File: src/rtl/dma_xfer_ctrl_pkg.sv
// Shared types and defaults for the single-channel DMA sequencer.
package dma_xfer_ctrl_pkg;

  localparam int DEF_AW     = 16;
  localparam int DEF_LW     = 16;
  localparam int DEF_BURST  = 8;
  localparam int FIFO_DEPTH = 8;

  typedef enum logic [2:0] {
    ST_IDLE,
    ST_REQ,
    ST_RD,
    ST_WR,
    ST_FIN
  } state_e;

  // Bits needed to hold a count from 0 to n inclusive.
  function automatic int cnt_w(input int n);
    return $clog2(n + 1);
  endfunction

endpackage

File: src/rtl/dma_xfer_ctrl_if.sv
// Control, memory-bus and FIFO-side signals of the DMA sequencer.
interface dma_xfer_ctrl_if
  import dma_xfer_ctrl_pkg::*;
#(
  parameter int AW = DEF_AW,
  parameter int LW = DEF_LW
) ();

  logic          start;
  logic [AW-1:0] src_addr;
  logic [AW-1:0] dst_addr;
  logic [LW-1:0] xfer_len;
  logic          busy;
  logic          done;
  logic          bus_req;
  logic          bus_gnt;
  logic [AW-1:0] mem_addr;
  logic          mem_rd;
  logic          mem_wr;
  logic          mem_rdy;
  logic          fifo_wr_en;
  logic          fifo_rd_en;
  logic          fifo_empty;
  logic          fifo_full;

  modport master (
    input  start, src_addr, dst_addr, xfer_len, bus_gnt, mem_rdy, fifo_empty, fifo_full,
    output busy, done, bus_req, mem_addr, mem_rd, mem_wr, fifo_wr_en, fifo_rd_en
  );

  modport slave (
    output start, src_addr, dst_addr, xfer_len, bus_gnt, mem_rdy, fifo_empty, fifo_full,
    input  busy, done, bus_req, mem_addr, mem_rd, mem_wr, fifo_wr_en, fifo_rd_en
  );

endinterface

File: src/rtl/dma_xfer_ctrl_ptr_cnt.sv
// Address pointer plus words-remaining counter; one instance per transfer side.
module dma_xfer_ctrl_ptr_cnt
  import dma_xfer_ctrl_pkg::*;
#(
  parameter int AW = DEF_AW,
  parameter int LW = DEF_LW
) (
  input  logic          clk,
  input  logic          rst,
  input  logic          load_i,
  input  logic          inc_i,
  input  logic [AW-1:0] addr_i,
  input  logic [LW-1:0] len_i,
  output logic [AW-1:0] ptr_o,
  output logic [LW-1:0] left_o,
  output logic          zero_o
);

  logic [AW-1:0] ptr_q, ptr_d;
  logic [LW-1:0] left_q, left_d;

  // Pointer wraps silently; the remaining count saturates at zero.
  always_comb begin
    ptr_d  = ptr_q;
    left_d = left_q;
    if (load_i) begin
      ptr_d  = addr_i;
      left_d = len_i;
    end else if (inc_i && (left_q != '0)) begin
      ptr_d  = ptr_q + AW'(1);
      left_d = left_q - LW'(1);
    end
  end

  always_ff @(posedge clk or posedge rst) begin
    if (rst) begin
      ptr_q  <= '0;
      left_q <= '0;
    end else begin
      ptr_q  <= ptr_d;
      left_q <= left_d;
    end
  end

  assign ptr_o  = ptr_q;
  assign left_o = left_q;
  assign zero_o = (left_q == '0);

endmodule

File: src/rtl/dma_xfer_ctrl.sv
// DMA sequencer: read bursts from source into the FIFO, drain to destination, repeat.
// Strobes decode the registered state, gated by grant and FIFO flags so a grant drop bites the same cycle.
module dma_xfer_ctrl
  import dma_xfer_ctrl_pkg::*;
#(
  parameter int AW    = DEF_AW,
  parameter int LW    = DEF_LW,
  parameter int BURST = DEF_BURST
) (
  input logic             clk,
  input logic             rst,
  dma_xfer_ctrl_if.master bus_if
);

  localparam int BW = cnt_w(BURST);

  state_e        state_q, state_d;
  logic [BW-1:0] beat_q, beat_d;
  logic          busy_q, busy_d;
  logic          done_q, done_d;
  logic          req_q, req_d;
  logic          load;
  logic          rd_ok, wr_ok, rd_beat, wr_beat;
  logic [AW-1:0] src_ptr, dst_ptr;
  logic [LW-1:0] src_left, dst_left;
  logic          src_zero, dst_zero;

  dma_xfer_ctrl_ptr_cnt #(.AW(AW), .LW(LW)) u_src (
    .clk    (clk),
    .rst    (rst),
    .load_i (load),
    .inc_i  (rd_beat),
    .addr_i (bus_if.src_addr),
    .len_i  (bus_if.xfer_len),
    .ptr_o  (src_ptr),
    .left_o (src_left),
    .zero_o (src_zero)
  );

  dma_xfer_ctrl_ptr_cnt #(.AW(AW), .LW(LW)) u_dst (
    .clk    (clk),
    .rst    (rst),
    .load_i (load),
    .inc_i  (wr_beat),
    .addr_i (bus_if.dst_addr),
    .len_i  (bus_if.xfer_len),
    .ptr_o  (dst_ptr),
    .left_o (dst_left),
    .zero_o (dst_zero)
  );

  assign rd_ok   = (state_q == ST_RD) && bus_if.bus_gnt && !src_zero &&
                   (beat_q < BW'(BURST)) && !bus_if.fifo_full;
  assign wr_ok   = (state_q == ST_WR) && bus_if.bus_gnt && !bus_if.fifo_empty;
  assign rd_beat = rd_ok && bus_if.mem_rdy;
  assign wr_beat = wr_ok && bus_if.mem_rdy;

  always_comb begin
    state_d = state_q;
    beat_d  = beat_q;
    load    = 1'b0;
    case (state_q)
      ST_IDLE: begin
        if (bus_if.start) begin
          load    = 1'b1;
          state_d = (bus_if.xfer_len == '0) ? ST_FIN : ST_REQ;
        end
      end
      ST_REQ: begin
        if (bus_if.bus_gnt) state_d = ST_RD;
      end
      ST_RD: begin
        if (bus_if.bus_gnt) begin
          if (rd_beat) beat_d = beat_q + BW'(1);
          // Leave on the beat that exhausts the burst/length, or at once if no beat is possible.
          if (!rd_ok || (rd_beat && ((src_left == LW'(1)) || (beat_q == BW'(BURST - 1))))) begin
            state_d = ST_WR;
            beat_d  = '0;
          end
        end
      end
      ST_WR: begin
        if (bus_if.bus_gnt) begin
          if (wr_beat && (dst_left == LW'(1))) state_d = ST_FIN;
          else if (bus_if.fifo_empty)          state_d = dst_zero ? ST_FIN : ST_RD;
        end
      end
      ST_FIN: state_d = ST_IDLE;
      default: state_d = ST_IDLE;
    endcase
    busy_d = (state_d != ST_IDLE);
    req_d  = (state_d == ST_REQ) || (state_d == ST_RD) || (state_d == ST_WR);
    done_d = (state_q == ST_FIN);
  end

  always_ff @(posedge clk or posedge rst) begin
    if (rst) begin
      state_q <= ST_IDLE;
      beat_q  <= '0;
      busy_q  <= 1'b0;
      done_q  <= 1'b0;
      req_q   <= 1'b0;
    end else begin
      state_q <= state_d;
      beat_q  <= beat_d;
      busy_q  <= busy_d;
      done_q  <= done_d;
      req_q   <= req_d;
    end
  end

  assign bus_if.busy       = busy_q;
  assign bus_if.done       = done_q;
  assign bus_if.bus_req    = req_q;
  assign bus_if.mem_rd     = rd_ok;
  assign bus_if.mem_wr     = wr_ok;
  assign bus_if.fifo_wr_en = rd_beat;
  assign bus_if.fifo_rd_en = wr_beat;
  assign bus_if.mem_addr   = (state_q == ST_RD) ? src_ptr :
                             (state_q == ST_WR) ? dst_ptr : '0;

endmodule
File: src/flat_wrapper.sv
// flat-port wrapper written by rule: the top's interface ports become plain ports
module dma_xfer_ctrl_flat import dma_xfer_ctrl_pkg::*;
#(
  parameter int AW    = DEF_AW,
  parameter int LW    = DEF_LW,
  parameter int BURST = DEF_BURST
)
  (clk, rst, bus_if_start, bus_if_src_addr, bus_if_dst_addr, bus_if_xfer_len, bus_if_bus_gnt, bus_if_mem_rdy, bus_if_fifo_empty, bus_if_fifo_full, bus_if_busy, bus_if_done, bus_if_bus_req, bus_if_mem_addr, bus_if_mem_rd, bus_if_mem_wr, bus_if_fifo_wr_en, bus_if_fifo_rd_en);
  dma_xfer_ctrl_if #(.AW(AW), .LW(LW)) bus_if_i ();
  input logic clk;
  input logic rst;
  input wire logic [$bits(bus_if_i.start)-1:0] bus_if_start;
  input wire logic [$bits(bus_if_i.src_addr)-1:0] bus_if_src_addr;
  input wire logic [$bits(bus_if_i.dst_addr)-1:0] bus_if_dst_addr;
  input wire logic [$bits(bus_if_i.xfer_len)-1:0] bus_if_xfer_len;
  input wire logic [$bits(bus_if_i.bus_gnt)-1:0] bus_if_bus_gnt;
  input wire logic [$bits(bus_if_i.mem_rdy)-1:0] bus_if_mem_rdy;
  input wire logic [$bits(bus_if_i.fifo_empty)-1:0] bus_if_fifo_empty;
  input wire logic [$bits(bus_if_i.fifo_full)-1:0] bus_if_fifo_full;
  output wire logic [$bits(bus_if_i.busy)-1:0] bus_if_busy;
  output wire logic [$bits(bus_if_i.done)-1:0] bus_if_done;
  output wire logic [$bits(bus_if_i.bus_req)-1:0] bus_if_bus_req;
  output wire logic [$bits(bus_if_i.mem_addr)-1:0] bus_if_mem_addr;
  output wire logic [$bits(bus_if_i.mem_rd)-1:0] bus_if_mem_rd;
  output wire logic [$bits(bus_if_i.mem_wr)-1:0] bus_if_mem_wr;
  output wire logic [$bits(bus_if_i.fifo_wr_en)-1:0] bus_if_fifo_wr_en;
  output wire logic [$bits(bus_if_i.fifo_rd_en)-1:0] bus_if_fifo_rd_en;
  assign bus_if_i.start = bus_if_start;
  assign bus_if_i.src_addr = bus_if_src_addr;
  assign bus_if_i.dst_addr = bus_if_dst_addr;
  assign bus_if_i.xfer_len = bus_if_xfer_len;
  assign bus_if_i.bus_gnt = bus_if_bus_gnt;
  assign bus_if_i.mem_rdy = bus_if_mem_rdy;
  assign bus_if_i.fifo_empty = bus_if_fifo_empty;
  assign bus_if_i.fifo_full = bus_if_fifo_full;
  assign bus_if_busy = bus_if_i.busy;
  assign bus_if_done = bus_if_i.done;
  assign bus_if_bus_req = bus_if_i.bus_req;
  assign bus_if_mem_addr = bus_if_i.mem_addr;
  assign bus_if_mem_rd = bus_if_i.mem_rd;
  assign bus_if_mem_wr = bus_if_i.mem_wr;
  assign bus_if_fifo_wr_en = bus_if_i.fifo_wr_en;
  assign bus_if_fifo_rd_en = bus_if_i.fifo_rd_en;
  dma_xfer_ctrl #(.AW(AW), .LW(LW), .BURST(BURST)) u_core (.clk(clk), .rst(rst), .bus_if(bus_if_i));
endmodule
File: config.mk
export PLATFORM = sky130hd
export DESIGN_NAME = dma_xfer_ctrl_flat
export DESIGN_NICKNAME = d
export VERILOG_FILES = /design/src/rtl/dma_xfer_ctrl_pkg.sv /design/src/rtl/dma_xfer_ctrl_if.sv /design/src/rtl/dma_xfer_ctrl_ptr_cnt.sv /design/src/rtl/dma_xfer_ctrl.sv /design/src/flat_wrapper.sv
export SDC_FILE = /design/constraint.sdc
export NUM_CORES = 1
export LEC_CHECK = 0
export ABC_AREA = 1
export CAP_MARGIN = 30
export CELL_PAD_IN_SITES_DETAIL_PLACEMENT = 0
export CELL_PAD_IN_SITES_GLOBAL_PLACEMENT = 2
export CORE_ASPECT_RATIO = 1.5
export CORE_MARGIN = 8
export CORE_UTILIZATION = 34
export CTS_CLUSTER_SIZE = 16
export DETAILED_ROUTE_END_ITERATION = 16
export PLACE_DENSITY = 0.92
export SYNTH_ARGS = -nofsm -noshare
export SYNTH_HDL_FRONTEND = slang
export SYNTH_SLANG_ARGS = --single-unit
export TNS_END_PERCENT = 10
File: constraint.sdc
create_clock -name clk -period 4.2 [get_ports clk]
set_clock_uncertainty 0.1 [all_clocks]
set_input_delay 0.42 -clock clk [delete_from_list [all_inputs] [get_ports clk]]
set_output_delay 0.42 -clock clk [all_outputs]
set_load 0.01 [all_outputs]
==> results of run 1 <==
==> area by class of cell <==
class / instances / area share, %
clock inverters: 6 / 1.068
inverters: 78 / 4.915
repair buffers: 82 / 13.22
clock buffers: 10 / 3.848
multi-input cells: 487 / 43.19
well taps: 196 / 3.948
flip-flops and latches: 74 / 29.81
==> synthesized netlist by cell type, drive strengths merged, types with 8 or more instances <==
| library cell | n |
|---|---|
| nand2 | 185 |
| nor2 | 80 |
| inv | 76 |
| dfrtp | 74 |
| nand3 | 57 |
| o211ai | 36 |
| xor2 | 27 |
| o21ai | 24 |
| nor3 | 18 |
| o22ai | 13 |
| buf | 12 |
| nand4 | 9 |
| a21oi | 8 |
==> cells by family after synthesis <==
family                   after synthesis  share of synthesized area (%)
AO/OA/AOI/OAI                         95                          14.40
XOR/XNOR                              34                          5.991
adder cells (fa/ha/maj)                7                          1.762
buffers and inverters                 95                          8.784
flip-flops                            74                          37.25
AND/OR/NAND/NOR                      351                          31.81
==> metal layers <==
metal | track usage (%) | up-vias | part of all wire [%]
met2 | 28.60 | 126 | 49
met3 | 4.049 | 26 | 5.4
li1 | - | 2311 | -
met4 | 8.818 | 0 | 3.5
met1 | 19.63 | 2189 | 42
met5 | 0 | - | 0
==> state kept, by name, summed over array words and instances (netlist names) <==
name,flops
u_core.u_dst.left_o,16
u_core.u_dst.ptr_o,16
u_core.u_src.left_o,16
u_core.u_src.ptr_o,16
u_core.beat_q,4
u_core.state_q,3
u_core.bus_if.bus_req,1
u_core.bus_if.busy,1
u_core.bus_if.done,1
==> worst min-delay path: stages, from the launching register on <==
cell and delay (ps):
dfrtp_1 370, o21ai_1 90, inv_1 40
==> cells in the final DEF, fill, tap and decap left out, types with 2 or more instances in the layout <==
master | netlist | routed
o221ai_1 | 7 | 7
nor2_4 | 3 | 3
nor2_1 | 70 | 70
clkinvlp_4 | 0 | 3
inv_2 | 2 | 3
a31oi_1 | 4 | 4
clkinv_2 | 2 | 3
nand2_8 | 2 | 2
nor3_1 | 17 | 17
o21ai_0 | 20 | 20
inv_1 | 72 | 71
nand4_1 | 9 | 9
buf_4 | 0 | 4
nand3_2 | 7 | 7
dfrtp_1 | 74 | 74
nand2_1 | 173 | 173
ha_1 | 7 | 7
clkbuf_16 | 0 | 9
xor2_1 | 27 | 27
nand3_1 | 50 | 50
nor2_2 | 7 | 7
a21oi_1 | 7 | 7
o21ai_1 | 3 | 3
nand2_2 | 9 | 9
clkdlybuf4s50_1 | 0 | 77
o22ai_1 | 13 | 13
o211ai_2 | 16 | 16
xnor2_1 | 7 | 7
o211ai_1 | 20 | 20
==> stage by stage <==
stage | power, uW | util [%] | hold slack (ps) | setup slack, ps
finish | 4200 | 42.96 | 425.9 | 1228
global route | 4549 | 42.96 | 446.3 | 1096
CTS | 4242 | 42.96 | 425.6 | 1234
detailed placement | 3412 | 40.84 | 408.5 | 1242
global placement | 3381 | 40.84 | 403.4 | 1285
floorplan | 2729 | - | 354.8 | 1798
==> worst paths after layout <==
check	cells after the start	from	to	slack, ps
max in group asynchronous	3	rst	u_core.u_dst.left_o[8]	2780
min reg2reg	2	u_core.beat_q[2]	u_core.beat_q[2]	430
max reg2reg	10	u_core.u_dst.left_o[0]	u_core.u_dst.left_o[7]	1930
min in group asynchronous	2	rst	u_core.u_dst.ptr_o[9]	480
min	2	u_core.beat_q[2]	u_core.beat_q[2]	430
max	5	u_core.state_q[1]	bus_if_mem_addr[0]	1230
==> power by group through the flow <==
stage	clock, uW	sequential, uW	combinational, uW
CTS	820	1360	2060
global placement	0	1360	2020
finish	800	1360	2040
global route	848	1410	2290
floorplan	0	1280	1440
detailed placement	0	1370	2050
==> impl_metrics.toml, run 1 <==
[run_status]
outcome = "finished, final reports clean"

[clocking]
post_cts_buffers = 0
h-tree-depth = 3
cts_hold_buf = 0
cts_root_buffer = "clkbuf_16"
cts_resized = 0
clk_pin_slew_ps = 60
cts_tree = "yes"
clock-sinks = 74
cts_buffers = 9
insertion_delay_ps = 340
cts_buffer_depth = 2

[run]
cap_viol_max_count = 0

[placed_design]
hpwl_mm = 11.58
io_buffers = 77
placedCellCount = 917
gp_congestion = 0.9049
dpl_cell_area_um2 = 5906

[setup_path]
cp_data_required_time_ps = 3680
slowest_delay_ps = 590
endpoint_kind = "primary output"
critPathMaxFanout = 15
slowest_stage = "clkdlybuf4s50_1"
path_class = "reg2out"
startpoint_type = "flip-flop"
critPathBufInv = 3
crit_top_cell = "inv_1"
crit_chain = "inv_1, nor2_1, inv_1, o22ai_1, clkdlybuf4s50_1"
cp_data_arrival_time_ps = 2450
cp_top_family = "buffers and inverters"

[sta]
layout_worst_path_cycle_share_pct = 70.77
setup_viol = 0
rsz0062_at_grt = "false"
fin_crit_ps = 2972
fmax_mhz = 336.5
slew_headroom_pct = 43.54
timing.final.max_slew_violations = 0
setup_tns_ps = 0
worst_pin_slew_ps = 845.6
hold_violations = 0

[detailed_routing]
drc = 0
num_vias = 4652
detail-route-antenna-nets = 0
drt_iter0_markers = 186
drt_pass1_iterations = 5
wirelength_mm = 15.22
via_per_inst = 4.986
wl_per_cell_um = 16.32

[layout]
area_growth_pct = 24.94
instances_no_fill = 933
seq_area_um2 = 1852
finalInstanceArea_um2 = 6211
drive_above_1_share_pct = 10.45
num-nets-final = 794
diodes = 0
multi_input_area_um2 = 2683
fillCellCount = 1515

[grt]
grt_max_degree = 43
gr-total-overflow = 0
grt_first_pass_wirelength_mm = 24.78
grt_pass1_vias = 4815
antenna_found_initial = 0
gr-usage-all-layers_pct = 17.00

[pwr]
seqPwrFrac_pct = 32.4
peakVddDrop_mv = 0.3699
p_clk_share_pct = 19.0
total_leakage_power_uw = 0.002676
power.density_nw_per_um2 = 676.2
p_sw_uw = 1862
p_int_uw = 2338
p_sw_share_pct = 44.34
comb_power_share_pct = 48.6

[synthesis]
synthTopCellsByArea = "dfrtp_1, nand2_1, inv_1"
synth_fp_nets = 718
synth.top_cell.area_share_pct = 37.25
synth.avg_cell_area_um2 = 7.578
syn_area_um2 = 4971
yosysWarnings = 0
ys_types = 42
synthCells = 656
synth-seq-cells = 74
synth_edf_count = 0
synthArstFlopShare_pct = 100.0
yosysTopAreaCell = "dfrtp_1"
yosys_most_used_dff = "dfrtp_1"
yosysSeqAreaShare_pct = 37.25

[die]
die_y_um = 164.1
start_util_pct = 34.38
fp.coreArea_um2 = 14460
die_w_um = 114.7
core.rowCount = 54
die-area_um2 = 18830
ios = 78

[min_path]
hp-class = "reg2reg"
Note: power is estimated with default switching activity, not from simulation.
==> inputs of run 2 (changes only) <==
--- a/config.mk
+++ b/config.mk
@@ -11,10 +11,10 @@
 export CELL_PAD_IN_SITES_GLOBAL_PLACEMENT = 2
 export CORE_ASPECT_RATIO = 1.5
 export CORE_MARGIN = 8
-export CORE_UTILIZATION = 34
+export CORE_UTILIZATION = 31
 export CTS_CLUSTER_SIZE = 16
 export DETAILED_ROUTE_END_ITERATION = 16
-export PLACE_DENSITY = 0.92
+export PLACE_DENSITY = 0.85
 export SYNTH_ARGS = -nofsm -noshare
 export SYNTH_HDL_FRONTEND = slang
 export SYNTH_SLANG_ARGS = --single-unit
==> constraint.sdc (replaced) <==
create_clock -name clk -period 2.9 [get_ports clk]
set_clock_uncertainty 0.1 [all_clocks]
set_input_delay 0.29 -clock clk [delete_from_list [all_inputs] [get_ports clk]]
set_output_delay 0.29 -clock clk [all_outputs]
set_load 0.01 [all_outputs]
==> run 2 against run 1 <==
Effect of this change: sequential share of layout area decreased by 0.12 points; worst hold slack worse by 160 ps; global-route usage is 1.1 points lower; clock power grew 38%; via count barely moved; non-clock buffer count up 2; critical path depth unchanged; total power grew 45%; largest power group unchanged; highest routed layer unchanged.
==> impl_metrics.toml, run 2 (synthesis results as in run 1) <==
[pwr]
power_uw = 6073
peakVddDrop_mv = 0.5460
total_leakage_power_uw = 0.002687
power.density_nw_per_um2 = 973.9

[placed_design]
gp_congestion = 0.8632
place_ws_ps = 352.8
dpl_cell_area_um2 = 5942
io_buffers = 77
hpwl_mm = 11.98

[detailed_routing]
drt_iter0_markers = 276
num_vias = 4648
highest_layer = "met4"
drc = 0
routed-wl-met2_mm = 7.848
wl_met1_mm = 6.566
wl_met3_mm = 1.060
drt_pass1_iterations = 5
wl_per_cell_um = 16.72
detail-route-antenna-nets = 0
wirelength_mm = 15.75
via_per_inst = 4.934

[clocking]
cts_buffer_depth = 2
cts_root_buffer = "clkbuf_16"
clk_pin_slew_ps = 70
cts_buffers = 9
h-tree-depth = 3
cts_tree = "yes"
clock-sinks = 74
insertion_delay_ps = 350
cts_hold_buf = 0

[die]
fp.coreArea_um2 = 15700
core.rowCount = 56
start_util_pct = 31.67
ios = 78
die-area_um2 = 20430
die_w_um = 119.4
die_y_um = 171.1

[setup_path]
critPathMaxFanout = 15
endpoint_kind = "primary output"
cp_top_family = "buffers and inverters"
slowest_stage = "clkdlybuf4s50_1"
cp_data_required_time_ps = 2510
startpoint_type = "flip-flop"
cp_data_arrival_time_ps = 2300
r2r_slack_ps = 730
crit_chain = "inv_1, nor3_2, inv_1, o21ai_0, clkdlybuf4s50_1"
reg2regPathDepth = 11
reg2reg_to = "u_core.u_src.left_o[5]"
path_class = "reg2out"
critPathBufInv = 3
crit_top_cell = "inv_1"
timing.rr.start = "u_core.u_src.left_o[0]"
slowest_delay_ps = 580

[grt]
gr-total-overflow = 0
grt_first_pass_wirelength_mm = 25.54
antenna_found_initial = 0
gr-usage-all-layers_pct = 15.88
grt_pass1_vias = 4838
grt_max_degree = 49

[layout]
area_growth_pct = 25.45
drive_above_1_share_pct = 10.83
layout_common_cells = "nand2_1, clkdlybuf4s50_1, dfrtp_1, inv_1, nor2_1"
finalInstanceArea_um2 = 6236
fillCellCount = 1671
num-nets-final = 796
final_common_cell = "nand2_1"
diodes = 0

[sta]
rsz0062_at_grt = "false"
layout_worst_path_cycle_share_pct = 92.70
fmax_mhz = 372.0
setup_tns_ps = 0
timing.final.max_slew_violations = 0
fin_crit_ps = 2688
worst_pin_slew_ps = 649.1
hold_violations = 0
slew_headroom_pct = 56.67
worst_slack_ps = 211.8
setup_viol = 0

[min_path]
hp-class = "in2async"

[run]
cap_viol_max_count = 0

[run_status]
outcome = "finished, final reports clean"
run 2: timing repair:
| action | in CTS | in global routing |
|---|---|---|
| buffers inserted | 0 | 0 |
| endpoints found under the setup margin | 1 | 0 |
| resized for setup | 1 | 0 |
run 2: per-stage QoR:
step	hold slack (ps)	std cells	utilization [%]
3_5_place_dp	393.2	926	37.86
6_report	264.5	942	39.73
5_1_grt	327.3	942	39.73
2_1_floorplan	316.8	656	-
3_3_place_gp	390.7	926	37.86
4_1_cts	285.2	942	39.73
run 2: how the worst max path moves through the flow:
| stage | from | to | slack [ps] | depth (start not counted) |
|---|---|---|---|---|
| detailed placement | bus_if_bus_gnt | bus_if_fifo_wr_en | 350 | 10 |
| CTS | u_core.u_src.left_o[0] | bus_if_fifo_wr_en | 200 | 8 |
| global placement | bus_if_bus_gnt | bus_if_fifo_wr_en | 390 | 10 |
| floorplan | rst | u_core.beat_q[0] | 630 | 1 |
| global route | u_core.u_src.left_o[0] | bus_if_fifo_wr_en | 90 | 8 |
| finish | u_core.state_q[1] | bus_if_mem_addr[1] | 210 | 5 |
run 2: area by class of cell:
class                           instances  area, um^2  area share (%)
Timing Repair Buffer                   84       848.3           13.60
Multi-Input combinational cell        487        2688           43.10
Clock inverter                          6       50.05          0.8026
Inverter                               78       305.3           4.896
Tap cell                              203       254.0           4.073
Clock buffer                           10       239.0           3.832
Sequential cell                        74        1852           29.70
run 2: metal layers:
metal  global-route usage [%]  vias up
met1                    17.98     2179
met2                    27.85      130
met4                    5.780        0
met5                        0        -
met3                    4.520       20
li1                         -     2319
run 2: where the power goes:
part           internal [uW]  total, uW  switching [uW]  leakage [uW]
Combinational           1220       3000            1780       0.00163
Clock                    612       1100             485      0.000136
Sequential              1500       1970             477      0.000918
Total                   3330       6070            2750       0.00269
